## src/rtl/cpu_types_pkg.sv

```systemverilog
// Shared CPU-side types: memory word, RAM handshake state and arbiter FSM state.
// Imported by the memory arbiter and any block that talks to the RAM model.
package cpu_types_pkg;

   localparam int WORD_W = 32;

   typedef logic [WORD_W-1:0] word_t;

   typedef enum logic [1:0] {
      FREE   = 2'd0,
      BUSY   = 2'd1,
      ACCESS = 2'd2,
      ERROR  = 2'd3
   } ramstate_t;

   typedef enum logic [1:0] {
      IDLE   = 2'd0,
      DSERVE = 2'd1,
      ISERVE = 2'd2,
      RETRY  = 2'd3
   } arb_state_t;

endpackage

```

## src/rtl/mem_arbiter.sv

```systemverilog
// Single-port RAM arbiter between icache and dcache: data side has priority,
// a saturating starvation counter forces an instruction grant, RAM errors are retried.
module mem_arbiter
   import cpu_types_pkg::*;
#(
   parameter int STARVE_MAX = 4,
   parameter int ADDR_W     = 32
) (
   input  logic              CLK,
   input  logic              RST,
   input  logic              iREN,
   input  logic [ADDR_W-1:0] iaddr,
   output logic              iwait,
   output logic [ADDR_W-1:0] iload,
   input  logic              dREN,
   input  logic              dWEN,
   input  logic [ADDR_W-1:0] daddr,
   input  logic [ADDR_W-1:0] dstore,
   output logic              dwait,
   output logic [ADDR_W-1:0] dload,
   output logic              ramREN,
   output logic              ramWEN,
   output logic [ADDR_W-1:0] ramaddr,
   output logic [ADDR_W-1:0] ramstore,
   input  logic [ADDR_W-1:0] ramload,
   input  ramstate_t         ramstate
);

   localparam logic [3:0] LP_STARVE_MAX = 4'(STARVE_MAX);

   arb_state_t        r_state;
   logic              r_ret_i;
   logic              r_wr;
   logic [ADDR_W-1:0] r_addr;
   logic [ADDR_W-1:0] r_store;
   logic [3:0]        r_starve;

   logic w_dreq;
   logic w_force_i;
   logic w_dcomp;
   logic w_icomp;

   assign w_dreq    = dREN | dWEN;
   assign w_force_i = iREN & (r_starve >= LP_STARVE_MAX);

   // A completion needs the granted requester still present; a dropped request never sees wait low.
   assign w_dcomp = (r_state == DSERVE) & w_dreq & (ramstate == ACCESS);
   assign w_icomp = (r_state == ISERVE) & iREN   & (ramstate == ACCESS);

   always_ff @(posedge CLK) begin
      if (RST) begin
         r_state  <= IDLE;
         r_ret_i  <= 1'b0;
         r_wr     <= 1'b0;
         r_addr   <= '0;
         r_store  <= '0;
         r_starve <= '0;
      end else begin
         case (r_state)
            IDLE: begin
               if (!iREN) r_starve <= '0;
               if (w_dreq && !w_force_i) begin
                  r_addr  <= daddr;
                  r_store <= dstore;
                  r_wr    <= dWEN;
                  r_state <= DSERVE;
               end else if (iREN) begin
                  r_addr  <= iaddr;
                  r_store <= '0;
                  r_wr    <= 1'b0;
                  r_state <= ISERVE;
               end
            end
            DSERVE: begin
               if (!w_dreq) begin
                  r_state <= IDLE;
               end else if (ramstate == ACCESS) begin
                  r_state <= IDLE;
                  if (iREN && (r_starve < LP_STARVE_MAX)) r_starve <= r_starve + 4'd1;
               end else if (ramstate == ERROR) begin
                  r_ret_i <= 1'b0;
                  r_state <= RETRY;
               end
            end
            ISERVE: begin
               if (!iREN) begin
                  r_state <= IDLE;
               end else if (ramstate == ACCESS) begin
                  r_state  <= IDLE;
                  r_starve <= '0;
               end else if (ramstate == ERROR) begin
                  r_ret_i <= 1'b1;
                  r_state <= RETRY;
               end
            end
            RETRY: begin
               // Reissue the same latched grant unless its requester went away meanwhile.
               if (r_ret_i) r_state <= iREN   ? ISERVE : IDLE;
               else         r_state <= w_dreq ? DSERVE : IDLE;
            end
            default: r_state <= IDLE;
         endcase
      end
   end

   assign ramREN   = (r_state == ISERVE) | ((r_state == DSERVE) & ~r_wr);
   assign ramWEN   = (r_state == DSERVE) & r_wr;
   assign ramaddr  = r_addr;
   assign ramstore = r_store;

   assign iwait = ~w_icomp;
   assign dwait = ~w_dcomp;
   assign iload = w_icomp ? ramload : '0;
   assign dload = (w_dcomp && !r_wr) ? ramload : '0;

endmodule

```

## config.mk

```make
export PLATFORM = sky130hd
export DESIGN_NAME = mem_arbiter
export DESIGN_NICKNAME = d
export VERILOG_FILES = /design/src/rtl/cpu_types_pkg.sv /design/src/rtl/mem_arbiter.sv
export SDC_FILE = /design/constraint.sdc
export NUM_CORES = 1
export LEC_CHECK = 0
export ABC_AREA = 1
export CORE_ASPECT_RATIO = 0.9
export CORE_MARGIN = 5
export CORE_UTILIZATION = 37
export DETAILED_ROUTE_END_ITERATION = 7
export PLACE_DENSITY = 0.88
export SYNTH_ARGS = -nofsm -noshare
export SYNTH_HDL_FRONTEND = slang
export SYNTH_SLANG_ARGS = --single-unit
export TNS_END_PERCENT = 1
```

## constraint.sdc

```tcl
create_clock -name CLK -period 3.15 [get_ports CLK]
set_input_delay 0.63 -clock CLK [delete_from_list [all_inputs] [get_ports CLK]]
set_output_delay 0.63 -clock CLK [all_outputs]
set_load 0.03 [all_outputs]
```

==> impl_metrics.env, run 1 <==
export IMPL_cap_viol_max_count=0
export IMPL_start_util_pct=37.6
export IMPL_final_cell_mix="clkdlybuf4s50_1, nand2_1, nor2_1, inv_1, dfxtp_1"
export IMPL_synth_edf_count=0
export IMPL_synth_xor_area_share_pct=0.243
export IMPL_htree_num_levels=3
export IMPL_synth_top_family_by_area="simple AND/OR/NAND/NOR gates"
export IMPL_num_rows=34
export IMPL_max_slew_margin_rel_pct=54.4
export IMPL_synthSimpleGateAreaFrac_pct=40.3
export IMPL_clockRootBuffer="clkbuf_8"
export IMPL_yosys_warnings=0
export IMPL_grt_max_degree=66
export IMPL_arrival_ns=2.34
export IMPL_power_density_nw_per_um2=497
export IMPL_min_from="r_starve[3]"
export IMPL_wl_per_cell_um=13.0
export IMPL_cp_cell_sequence="clkdlybuf4s50_1 -> nor2_1 -> nor2_1 -> nand2_1 -> clkdlybuf4s50_1"
export IMPL_worstHoldPathCells=2
export IMPL_drive_above_1_share_pct=11.1
export IMPL_skew_ns=0.0124
export IMPL_die_area_um2=11800
export IMPL_synth_compound_area_share_pct=6.38
export IMPL_holdCritPathClass="flop to flop"
export IMPL_rsz0062_at_grt="no"
export IMPL_gp_congestion=0.852
export IMPL_numCtsBuffers=9
export IMPL_cts_tree="built"
export IMPL_die_h_um=104
export IMPL_cts_resized=0
export IMPL_synth_cell_types=18
export IMPL_syn_inst=602
export IMPL_setup_viol=0
export IMPL_grt_antenna_before_repair=0
export IMPL_worst_r2r_setup_slack_ns=1.52
export IMPL_num_vias=4329
export IMPL_synth_top_flop_cell="dfxtp_1"
export IMPL_synth_fa_ha_area_share_pct=0.347
export IMPL_drv_slew=0
export IMPL_crit_type="primary input to output port"
export IMPL_antenna_cells=0
export IMPL_hold_buffers=0
export IMPL_dp_hpwl_um=10000
export IMPL_via_per_inst=4.41
export IMPL_cts_sinks=72
export IMPL_synthArstFlopShare_pct=0
export IMPL_critPathLaunchType="primary input"
export IMPL_hold_viol_final=0
export IMPL_fin_cells=982
export IMPL_total_power_w=0.00316
export IMPL_grt_overflow_total=0
export IMPL_r2r_start="r_state[0]"
export IMPL_grt_usage_pct=20.6
export IMPL_tns_ns=0
export IMPL_core_area_um2=9610
export IMPL_synth_area_per_cell_um2=6.00
export IMPL_syn_nets=738
export IMPL_worst_pin_slew_ns=0.684
export IMPL_hold_worst_slack_ns=0.439
export IMPL_final_common_cell="clkdlybuf4s50_1"
export IMPL_grt_pass1_wl_um=19500
export IMPL_r2r_end="r_state[0]"
export IMPL_fmax_mhz=337
export IMPL_ant_nets=0
export IMPL_synth_top_area_share_pct=39.9
export IMPL_grt_pass1_vias=3910
export IMPL_synth_top_cell_by_area="dfxtp_1"
export IMPL_cts_setup_buffers=0
export IMPL_drt_initial_drc_count=194
export IMPL_status="complete, no violations"
export IMPL_min_period_over_period_pct=94.1
export IMPL_seq_area_frac_synth_pct=39.9
export IMPL_wl_um=12800
export IMPL_min_to="r_starve[3]"
export IMPL_ir_worst_vdd_uv=275
export IMPL_final_nets=988
export IMPL_end_kind="output port"
export IMPL_n_fill_cell=844
export IMPL_cp_slowest_stage_delay_ns=0.70
export IMPL_clockBufferDepth=2
export IMPL_synth_seq_cells=72
export IMPL_crit_start="dWEN"
export IMPL_slowest_stage="clkdlybuf4s50_1"
export IMPL_die_w_um=114
export IMPL_io_buffers=266
export IMPL_synth_mux_area_fraction_pct=0
export IMPL_placed_cells=967
export IMPL_drc_errors=0
export IMPL_clk_latency_ns=0.34
export IMPL_min_period_ns=2.97
export IMPL_synth_top_cells_by_area="dfxtp_1, nand2_1, nor2_1"
export IMPL_first_pass_iters=4
export IMPL_pin_count=267
export IMPL_synth_cell_area_um2=3610
export IMPL_power_leakage_nw=3.16
export IMPL_layout_area_overhead_vs_synth_pct=76.0
export IMPL_clk_pin_slew_ns=0.06
export IMPL_reg2regPathDepth=8
export IMPL_critPathMaxFanout=3
export IMPL_critPathRequiredTime_ns=2.52
-- synthesized netlist by cell type, types with 3 or more instances --
cell      count
nand2_1     187
buf_2        20
buf_4         3
a21oi_1      38
nand3_1      41
dfxtp_1      72
inv_1        76
inv_2         5
clkbuf_1      9
nor2_1      141
o21ai_0       3
-- registers in the layout (all words and copies together) (netlist names) --
| signal | cells |
|---|---|
| ramaddr | 32 |
| ramstore | 32 |
| r_starve | 4 |
| r_state | 2 |
| r_ret_i | 1 |
| r_wr | 1 |
-- worst max-delay path, delay by kind of cell --
family,cells,cell delay (ns)
and+or+nand+nor,3,0.55
buffers and inverters,2,1.15
-- how the worst max path moves through the flow --
stage	cells past startpoint	end	slack, ns
2_1_floorplan	5	iload[22]	0.85
3_3_place_gp	5	dwait	0.27
3_5_place_dp	5	dwait	0.21
4_1_cts	5	dwait	0.21
5_1_grt	5	dwait	0.1
6_report	5	dwait	0.18
-- final cells by class --
cell class              count  area, µm²  area share (%)
multi-input cells         416       1710            27.0
clock inverters             4       45.0           0.709
well taps                 126        158            2.48
inverters                  81        304            4.78
flip-flops and latches     72       1440            22.7
repair buffers            272       2550            40.2
clock buffers              11        141            2.22
-- cell families after synthesis --
| family | count (synthesis) |
|---|---|
| compound gates | 43 |
| xor+xnor | 1 |
| fa+ha+maj | 1 |
| buf+inv | 114 |
| flops | 72 |
| simple gates | 371 |
-- routing by layer --
| metal | share of wire (%) | vias to the layer above | GRT usage [%] |
|---|---|---|---|
| met4 | 3.0 | 0 | 8.23 |
| met2 | 47 | 208 | 34.8 |
| met3 | 12 | 28 | 9.27 |
| li1 | - | 2287 | - |
| met5 | 0 | - | 0 |
| met1 | 38 | 1806 | 22.1 |
-- per-stage QoR --
| stage | area (µm²) | util (%) | setup slack [ns] |
|---|---|---|---|
| 2_1_floorplan | 3610 | - | 0.855 |
| 3_3_place_gp | 6170 | 64.2 | 0.270 |
| 3_5_place_dp | 6170 | 64.2 | 0.211 |
| 4_1_cts | 6350 | 66.1 | 0.207 |
| 5_1_grt | 6350 | 66.1 | 0.0971 |
| 6_report | 6350 | 66.1 | 0.185 |
-- report_power, final --
group | switching [W] | internal (W)
combinational | 0.000780 | 0.000552
sequential | 0.0000661 | 0.00105
clock | 0.000330 | 0.000380
Power figures use the tool's default switching activity.
==> run 2, diff against run 1 <==
SLEW_MARGIN = 20   (was unset)
==> results of run 2 <==
Final layout, timing and power as in run 1 (identical DEF).
==> run 3, diff against run 2 <==
TNS_END_PERCENT = unset   (was 1)
==> results of run 3 <==
Final layout, timing and power as in run 1 (identical DEF).
